[src/rtl/piano_pkg.sv]
// piano_pkg: shared scan-code constants, parser state type and default widths for note_controller
package piano_pkg;
    localparam logic [7:0] SC_BREAK  = 8'hF0;
    localparam logic [7:0] SC_EXT    = 8'hE0;
    localparam logic [7:0] SC_OCT_DN = 8'h1A;
    localparam logic [7:0] SC_OCT_UP = 8'h22;
    localparam int HP_W_DEFAULT = 18;
    typedef enum logic [1:0] {IDLE, BRK, EXT, EXT_BRK} parse_state_t;
endpackage

[src/rtl/note_controller_if.sv]
// note_controller_if: byte-receiver / note-decoder / speaker bundle for note_controller
//   scan_data, scan_valid : PS/2 byte and its one-cycle strobe (into the controller)
//   key_code              : top-of-stack scan code presented to the decoder
//   half_period           : registered decoder result, 0 for an unmapped key
//   speaker, note_active  : square-wave output and tone-sounding flag
interface note_controller_if #(parameter int HP_W = 18);
    logic [7:0]      scan_data;
    logic            scan_valid;
    logic [7:0]      key_code;
    logic [HP_W-1:0] half_period;
    logic            speaker;
    logic            note_active;
    modport master (output scan_data, scan_valid, half_period, input key_code, speaker, note_active);
    modport slave  (input scan_data, scan_valid, half_period, output key_code, speaker, note_active);
endinterface

[src/rtl/key_stack.sv]
// key_stack: last-pressed-priority stack of held keys, index 0 is the oldest entry
//   push/remove + code : make / break request for one scan code
//   top                : most recent held code, 0 when empty
//   empty, full        : occupancy flags
module key_stack #(
    parameter int DEPTH = 4,
    parameter int W     = 8
) (
    input  logic         clk,
    input  logic         rst_n,
    input  logic         push,
    input  logic         remove,
    input  logic [W-1:0] code,
    output logic [W-1:0] top,
    output logic         empty,
    output logic         full
);
    localparam int CW = $clog2(DEPTH + 1);
    logic [W-1:0]  stk_q [DEPTH];
    logic [W-1:0]  stk_d [DEPTH];
    logic [CW-1:0] cnt_q, cnt_d, pos;
    logic          hit;
    assign empty = cnt_q == '0;
    assign full  = cnt_q == CW'(DEPTH);
    always_comb begin
        hit = 1'b0;
        pos = '0;
        top = '0;
        for (int i = 0; i < DEPTH; i++) begin
            if (CW'(i) < cnt_q && stk_q[i] == code) begin
                hit = 1'b1;
                pos = CW'(i);
            end
            if (CW'(i) + CW'(1) == cnt_q) top = stk_q[i];
        end
        stk_d = stk_q;
        cnt_d = cnt_q;
        if (push && !hit) begin
            if (full) begin
                // drop the oldest entry to make room on top
                for (int i = 0; i < DEPTH - 1; i++) stk_d[i] = stk_q[i+1];
                stk_d[DEPTH-1] = code;
            end else begin
                for (int i = 0; i < DEPTH; i++) if (CW'(i) == cnt_q) stk_d[i] = code;
                cnt_d = cnt_q + CW'(1);
            end
        end else if (remove && hit) begin
            // close the gap so the relative order of the remaining keys is kept
            for (int i = 0; i < DEPTH - 1; i++) if (CW'(i) >= pos) stk_d[i] = stk_q[i+1];
            cnt_d = cnt_q - CW'(1);
        end
    end
    always_ff @(posedge clk or negedge rst_n) begin
        if (!rst_n) begin
            stk_q <= '{default: '0};
            cnt_q <= '0;
        end else begin
            stk_q <= stk_d;
            cnt_q <= cnt_d;
        end
    end
endmodule

[src/rtl/note_controller.sv]
// note_controller: PS/2 make/break parser, held-key stack and square-wave tone generator
//   clk, rst_n : 100 MHz clock, asynchronous active-low reset
//   bus        : note_controller_if.slave (scan bytes in, key_code out, half_period in, speaker/note_active out)
//   NOTE_CONTROLLER_OCTAVE_EN : when defined, 1A/22 step the octave down/up instead of acting as keys
module note_controller
    import piano_pkg::*;
#(
    parameter int STACK_DEPTH = 4,
    parameter int HP_W        = HP_W_DEFAULT
) (
    input logic              clk,
    input logic              rst_n,
    note_controller_if.slave bus
);
`ifdef NOTE_CONTROLLER_OCTAVE_EN
    localparam int CW = HP_W + 1;
`else
    localparam int CW = HP_W;
`endif
    parse_state_t    state_q, state_d;
    logic [HP_W-1:0] hp_q;
    logic [CW-1:0]   cnt_q, cnt_d, eff_d, eff_q;
    logic            spk_q, spk_d, act_q, act_d;
    logic            push, remove, is_oct, oct_chg, chg;
    logic            st_empty, st_full;
    key_stack #(.DEPTH(STACK_DEPTH), .W(8)) u_stack (
        .clk    (clk),
        .rst_n  (rst_n),
        .push   (push),
        .remove (remove),
        .code   (bus.scan_data),
        .top    (bus.key_code),
        .empty  (st_empty),
        .full   (st_full)
    );
`ifdef NOTE_CONTROLLER_OCTAVE_EN
    // octave encoding: 0 = down, 1 = normal, 2 = up
    logic [1:0] oct_q, oct_d;
    function automatic logic [CW-1:0] scale(input logic [HP_W-1:0] hp, input logic [1:0] oct);
        return oct == 2'd0 ? {hp, 1'b0} : oct == 2'd2 ? {2'b00, hp[HP_W-1:1]} : {1'b0, hp};
    endfunction
    assign is_oct = bus.scan_data == SC_OCT_DN || bus.scan_data == SC_OCT_UP;
    always_comb begin
        oct_d = oct_q;
        if (bus.scan_valid && state_q == IDLE && bus.scan_data == SC_OCT_DN && oct_q != 2'd0) oct_d = oct_q - 2'd1;
        if (bus.scan_valid && state_q == IDLE && bus.scan_data == SC_OCT_UP && oct_q != 2'd2) oct_d = oct_q + 2'd1;
    end
    assign oct_chg = oct_d != oct_q;
    assign eff_d   = scale(bus.half_period, oct_d);
    assign eff_q   = scale(hp_q, oct_q);
    always_ff @(posedge clk or negedge rst_n) begin
        if (!rst_n) oct_q <= 2'd1;
        else        oct_q <= oct_d;
    end
`else
    assign is_oct  = 1'b0;
    assign oct_chg = 1'b0;
    assign eff_d   = bus.half_period;
    assign eff_q   = hp_q;
`endif
    always_comb begin
        state_d = state_q;
        push    = 1'b0;
        remove  = 1'b0;
        if (bus.scan_valid) begin
            case (state_q)
                IDLE: begin
                    state_d = bus.scan_data == SC_BREAK ? BRK : bus.scan_data == SC_EXT ? EXT : IDLE;
                    push    = bus.scan_data != SC_BREAK && bus.scan_data != SC_EXT && !is_oct;
                end
                BRK: begin
                    state_d = IDLE;
                    remove  = !is_oct;
                end
                EXT:     state_d = bus.scan_data == SC_BREAK ? EXT_BRK : IDLE;
                default: state_d = IDLE;
            endcase
        end
    end
    // a new period is detected as it is captured, so the reload lands on the same edge as hp_q
    assign chg = bus.half_period != hp_q || oct_chg;
    always_comb begin
        cnt_d = chg ? (eff_d == '0 ? '0 : eff_d - CW'(1)) :
                eff_q == '0 ? '0 :
                cnt_q == '0 ? eff_q - CW'(1) : cnt_q - CW'(1);
        spk_d = !chg && eff_q != '0 && (cnt_q == '0 ? !spk_q : spk_q);
        act_d = chg ? eff_d != '0 : eff_q != '0;
    end
    always_ff @(posedge clk or negedge rst_n) begin
        if (!rst_n) begin
            state_q <= IDLE;
            hp_q    <= '0;
            cnt_q   <= '0;
            spk_q   <= 1'b0;
            act_q   <= 1'b0;
        end else begin
            state_q <= state_d;
            hp_q    <= bus.half_period;
            cnt_q   <= cnt_d;
            spk_q   <= spk_d;
            act_q   <= act_d;
        end
    end
    assign bus.speaker     = spk_q;
    assign bus.note_active = act_q;
endmodule

[src/flat_wrapper.sv]
// flat-port wrapper written by rule: the top's interface ports become plain ports
module note_controller_flat import piano_pkg::*;
#(
    parameter int STACK_DEPTH = 4,
    parameter int HP_W        = HP_W_DEFAULT
)
  (clk, rst_n, bus_scan_data, bus_scan_valid, bus_half_period, bus_key_code, bus_speaker, bus_note_active);
  note_controller_if #(.HP_W(HP_W)) bus_i ();
  input logic clk;
  input logic rst_n;
  input wire logic [$bits(bus_i.scan_data)-1:0] bus_scan_data;
  input wire logic [$bits(bus_i.scan_valid)-1:0] bus_scan_valid;
  input wire logic [$bits(bus_i.half_period)-1:0] bus_half_period;
  output wire logic [$bits(bus_i.key_code)-1:0] bus_key_code;
  output wire logic [$bits(bus_i.speaker)-1:0] bus_speaker;
  output wire logic [$bits(bus_i.note_active)-1:0] bus_note_active;
  assign bus_i.scan_data = bus_scan_data;
  assign bus_i.scan_valid = bus_scan_valid;
  assign bus_i.half_period = bus_half_period;
  assign bus_key_code = bus_i.key_code;
  assign bus_speaker = bus_i.speaker;
  assign bus_note_active = bus_i.note_active;
  note_controller #(.STACK_DEPTH(STACK_DEPTH), .HP_W(HP_W)) u_core (.clk(clk), .rst_n(rst_n), .bus(bus_i));
endmodule
[config.mk]
export PLATFORM = sky130hd
export DESIGN_NAME = note_controller_flat
export DESIGN_NICKNAME = d
export VERILOG_FILES = /design/src/rtl/piano_pkg.sv /design/src/rtl/note_controller_if.sv /design/src/rtl/key_stack.sv /design/src/rtl/note_controller.sv /design/src/flat_wrapper.sv
export SDC_FILE = /design/constraint.sdc
export NUM_CORES = 1
export LEC_CHECK = 0
export CAP_MARGIN = 30
export CORE_MARGIN = 2
export CORE_UTILIZATION = 49
export DETAILED_ROUTE_END_ITERATION = 6
export PLACE_DENSITY_LB_ADDON = 0.12
export REMOVE_ABC_BUFFERS = 1
export SLEW_MARGIN = 20
export SYNTH_ARGS = -nofsm -noshare
export SYNTH_HDL_FRONTEND = slang
export SYNTH_SLANG_ARGS = --single-unit
export TNS_END_PERCENT = 50
[constraint.sdc]
create_clock -name clk -period 3.6 [get_ports clk]
set_input_delay 0.9 -clock clk [delete_from_list [all_inputs] [get_ports clk]]
set_output_delay 0.9 -clock clk [all_outputs]
set_load 0.05 [all_outputs]
==> flow_summary.yaml <==
routing:
  drc: 0
  vias: 3985
  first_pass_iters: 4
  post_drt_wl_per_cell_um: 16.7
  drt_iter0_markers: 139
  antenna_left: 0
  viasPerCell: 5.74
  wl_um: 11600
floorplanning:
  die_width_um: 104
  num_rows: 36
  design.core.area_um2: 9770
  io_pins: 39
  die_area_um2: 10800
  die_y_um: 104
  start_util_pct: 50.3
cells_and_area:
  layout_commonest_cell: "dfrtp_1"
  diodes: 0
  layout_common_cells: "dfrtp_1 (75), mux2_2 (57), xor2_1 (46)"
  layout.nets: 593
  final_area_um2: 5880
  fillers: 857
  drive_gt1_share_pct: 22.5
  areaGrowthSynthToFinish_pct: 19.6
status:
  status: "completed"
setup_path:
  cpPeakStageDelay_ns: 0.49
  cp-end-kind: "output port"
  crit_arrival_ns: 2.42
  cp_common_cell: "o21ai_0"
  cp_slowest_cell: "dfrtp_1"
  critPathKind: "register to output port"
  crit_fanout: 10
  critPathLaunchType: "register"
  required_ns: 2.70
  cp_top_family: "compound AO/OA/AOI/OAI gates"
  worst-path-buf-inv: 3
  cp_cell_sequence: "inv_1 > ha_1 > nor2_1 > buf_4 > a22oi_1 > nand2_1 > o21ai_0 > o21ai_0 > buf_12"
logic_synthesis:
  yosysUniqueCellTypes: 57
  synthTopCellsByArea: "dfrtp_1 (38%), mux2_2 (13%), xor2_1 (8.2%), xnor2_1 (5.7%), nand2_1 (2.9%)"
  avgSynthCellArea_um2: 9.85
  ys_async_sr_fraction_pct: 100
  synth_seq_cells: 75
  synth_top_cell_area_share_pct: 38.2
  ys.flop_type: "dfrtp_1"
  yosysWarnings: 0
  synth_area_um2: 4910
  synth_edf_count: 0
  ys_seq_area_share_pct: 38.2
  yosysTopAreaCell: "dfrtp_1"
  syn_inst: 499
timing:
  slew_viol_final: 0
  fin_crit_ns: 3.32
  tns_ns: 0
  finalCritPeriodShare_pct: 92.3
  rsz0062_at_grt: "false"
  finClkSkew_ns: 0.00859
  hold_ws_ns: 0.416
  worstMarginPinSlew_ns: 0.651
  slew_headroom_pct: 56.2
  hold_viol: 0
  setup-violations-final: 0
  fmax_mhz: 301
cts:
  cts_sinks: 75
  path_clk_slew_ns: 0.08
  post_cts_resize_count: 0
  cts_root_buf: "clkbuf_8"
  htreeDepth: 3
  cts_inserted_buffers: 9
  clock_latency_ns: 0.35
  holdBufCountCts: 0
  clockBufferDepth: 2
  post_cts_buffers: 0
  cts_tree: "built"
global_route:
  grt_pass1_vias: 4057
  antenna_found_initial: 0
  grt_pass1_wl_um: 19600
  grt_max_degree: 76
  gr-usage-all-layers_pct: 22.4
  gr-total-overflow: 0
placement:
  dp_hpwl_um: 8570
  place_congestion: 0.860
  io_buffer_count: 38
  postPlaceCellArea_um2: 5670
power:
  peakVddDrop_uv: 354
  powerDensity_nw_per_um2: 638
  total_power_uw: 3750
  leakagePower_uw: 0.00233
run:
  maxCapViolCount: 0
min_path:
  hold_path_class: "input pin to asynchronous set/reset pin"
==> layout make-up <==
type	instances	area, µm²	share of cell area [%]
Clock buffer	13	169	2.87
Multi-Input combinational cell	390	2870	48.9
Tap cell	133	166	2.83
Timing Repair Buffer	71	746	12.7
Clock inverter	2	10.0	0.170
Inverter	10	37.5	0.639
Sequential cell	75	1880	31.9
==> worst paths after layout <==
| path | startpoint | end | slack [ns] | depth (start not counted) |
|---|---|---|---|---|
| worst max-delay path | u_core.u_stack.cnt_q[0] | bus_key_code[4] | 0.28 | 9 |
| worst min-delay path | rst_n | u_core.u_stack.stk_q[2] | 0.42 | 1 |
| worst max register to register | u_core.cnt_q[9] | u_core.cnt_q[14] | 0.49 | 11 |
| worst min register to register | u_core.u_stack.stk_q[31] | u_core.u_stack.stk_q[31] | 0.56 | 1 |
| max in group asynchronous | rst_n | u_core.cnt_q[14] | 2.62 | 2 |
| min in group clk | u_core.u_stack.stk_q[31] | u_core.u_stack.stk_q[31] | 0.56 | 1 |
==> through the flow <==
| step | utilization [%] | worst slack [ns] | instances |
|---|---|---|---|
| global placement | 57.9 | -0.264 | 677 |
| CTS | 59.9 | 0.258 | 693 |
| detailed placement | 58.0 | -0.0350 | 678 |
| floorplan | - | 0.197 | 475 |
| global route | 60.1 | 0.0629 | 694 |
| finish | 60.1 | 0.277 | 694 |
==> flip-flops by register name, summed over array words and instances (netlist names) <==
name and flops:
u_core.u_stack.stk_q 32, u_core.cnt_q 18, u_core.eff_q 18, u_core.u_stack.cnt_q 3, u_core.state_q 2, u_core.bus.note_active 1, u_core.bus.speaker 1
==> routing by layer <==
layer | share of wire (%) | routed length, µm | track usage [%]
met3 | 3.2 | 375 | 3.76
met1 | 45 | 5160 | 28.3
met4 | 2.4 | 278 | 9.17
met5 | 0 | 0 | 0
met2 | 50 | 5750 | 37.9
==> kinds of logic (layout without fill, tap and decap cells) <==
kind of cell,count (synthesis),in the layout,share of synthesized area [%]
buffers and inverters,34,96,3.49
flip-flops,75,75,38.2
adder cells (fa/ha/maj),7,7,1.78
XOR/XNOR,78,78,13.9
AND/OR/NAND/NOR,146,146,16.0
AO/OA/AOI/OAI,101,101,13.4
multiplexers,58,58,13.3
==> Yosys cell counts, types with 2 or more instances <==
master,number
o21ai_0,23
a22oi_1,8
nand4_1,5
dfrtp_1,75
nor3_2,3
o22ai_1,18
xor2_1,46
xnor2_1,32
buf_4,2
nor2_1,25
nand2_1,38
ha_1,7
mux2_2,57
nand2b_1,2
o21a_1,2
nor4_1,14
a21oi_1,25
and2_1,2
a211oi_1,4
or3_1,8
nor3_1,14
or4_1,2
o32ai_1,2
inv_1,10
clkbuf_1,8
a2111oi_0,2
a31oi_1,2
o21bai_1,2
nand3b_1,3
buf_2,11
nand3_1,18
nor3b_1,2
buf_6,3
==> power by group <==
part | leakage [µW] | internal [µW] | switching, µW
combinational | 0.00134 | 916 | 875
clock | 0.0000953 | 302 | 308
sequential | 0.000890 | 1070 | 279
total | 0.00233 | 2290 | 1460
(Power assumes the default switching activity.)
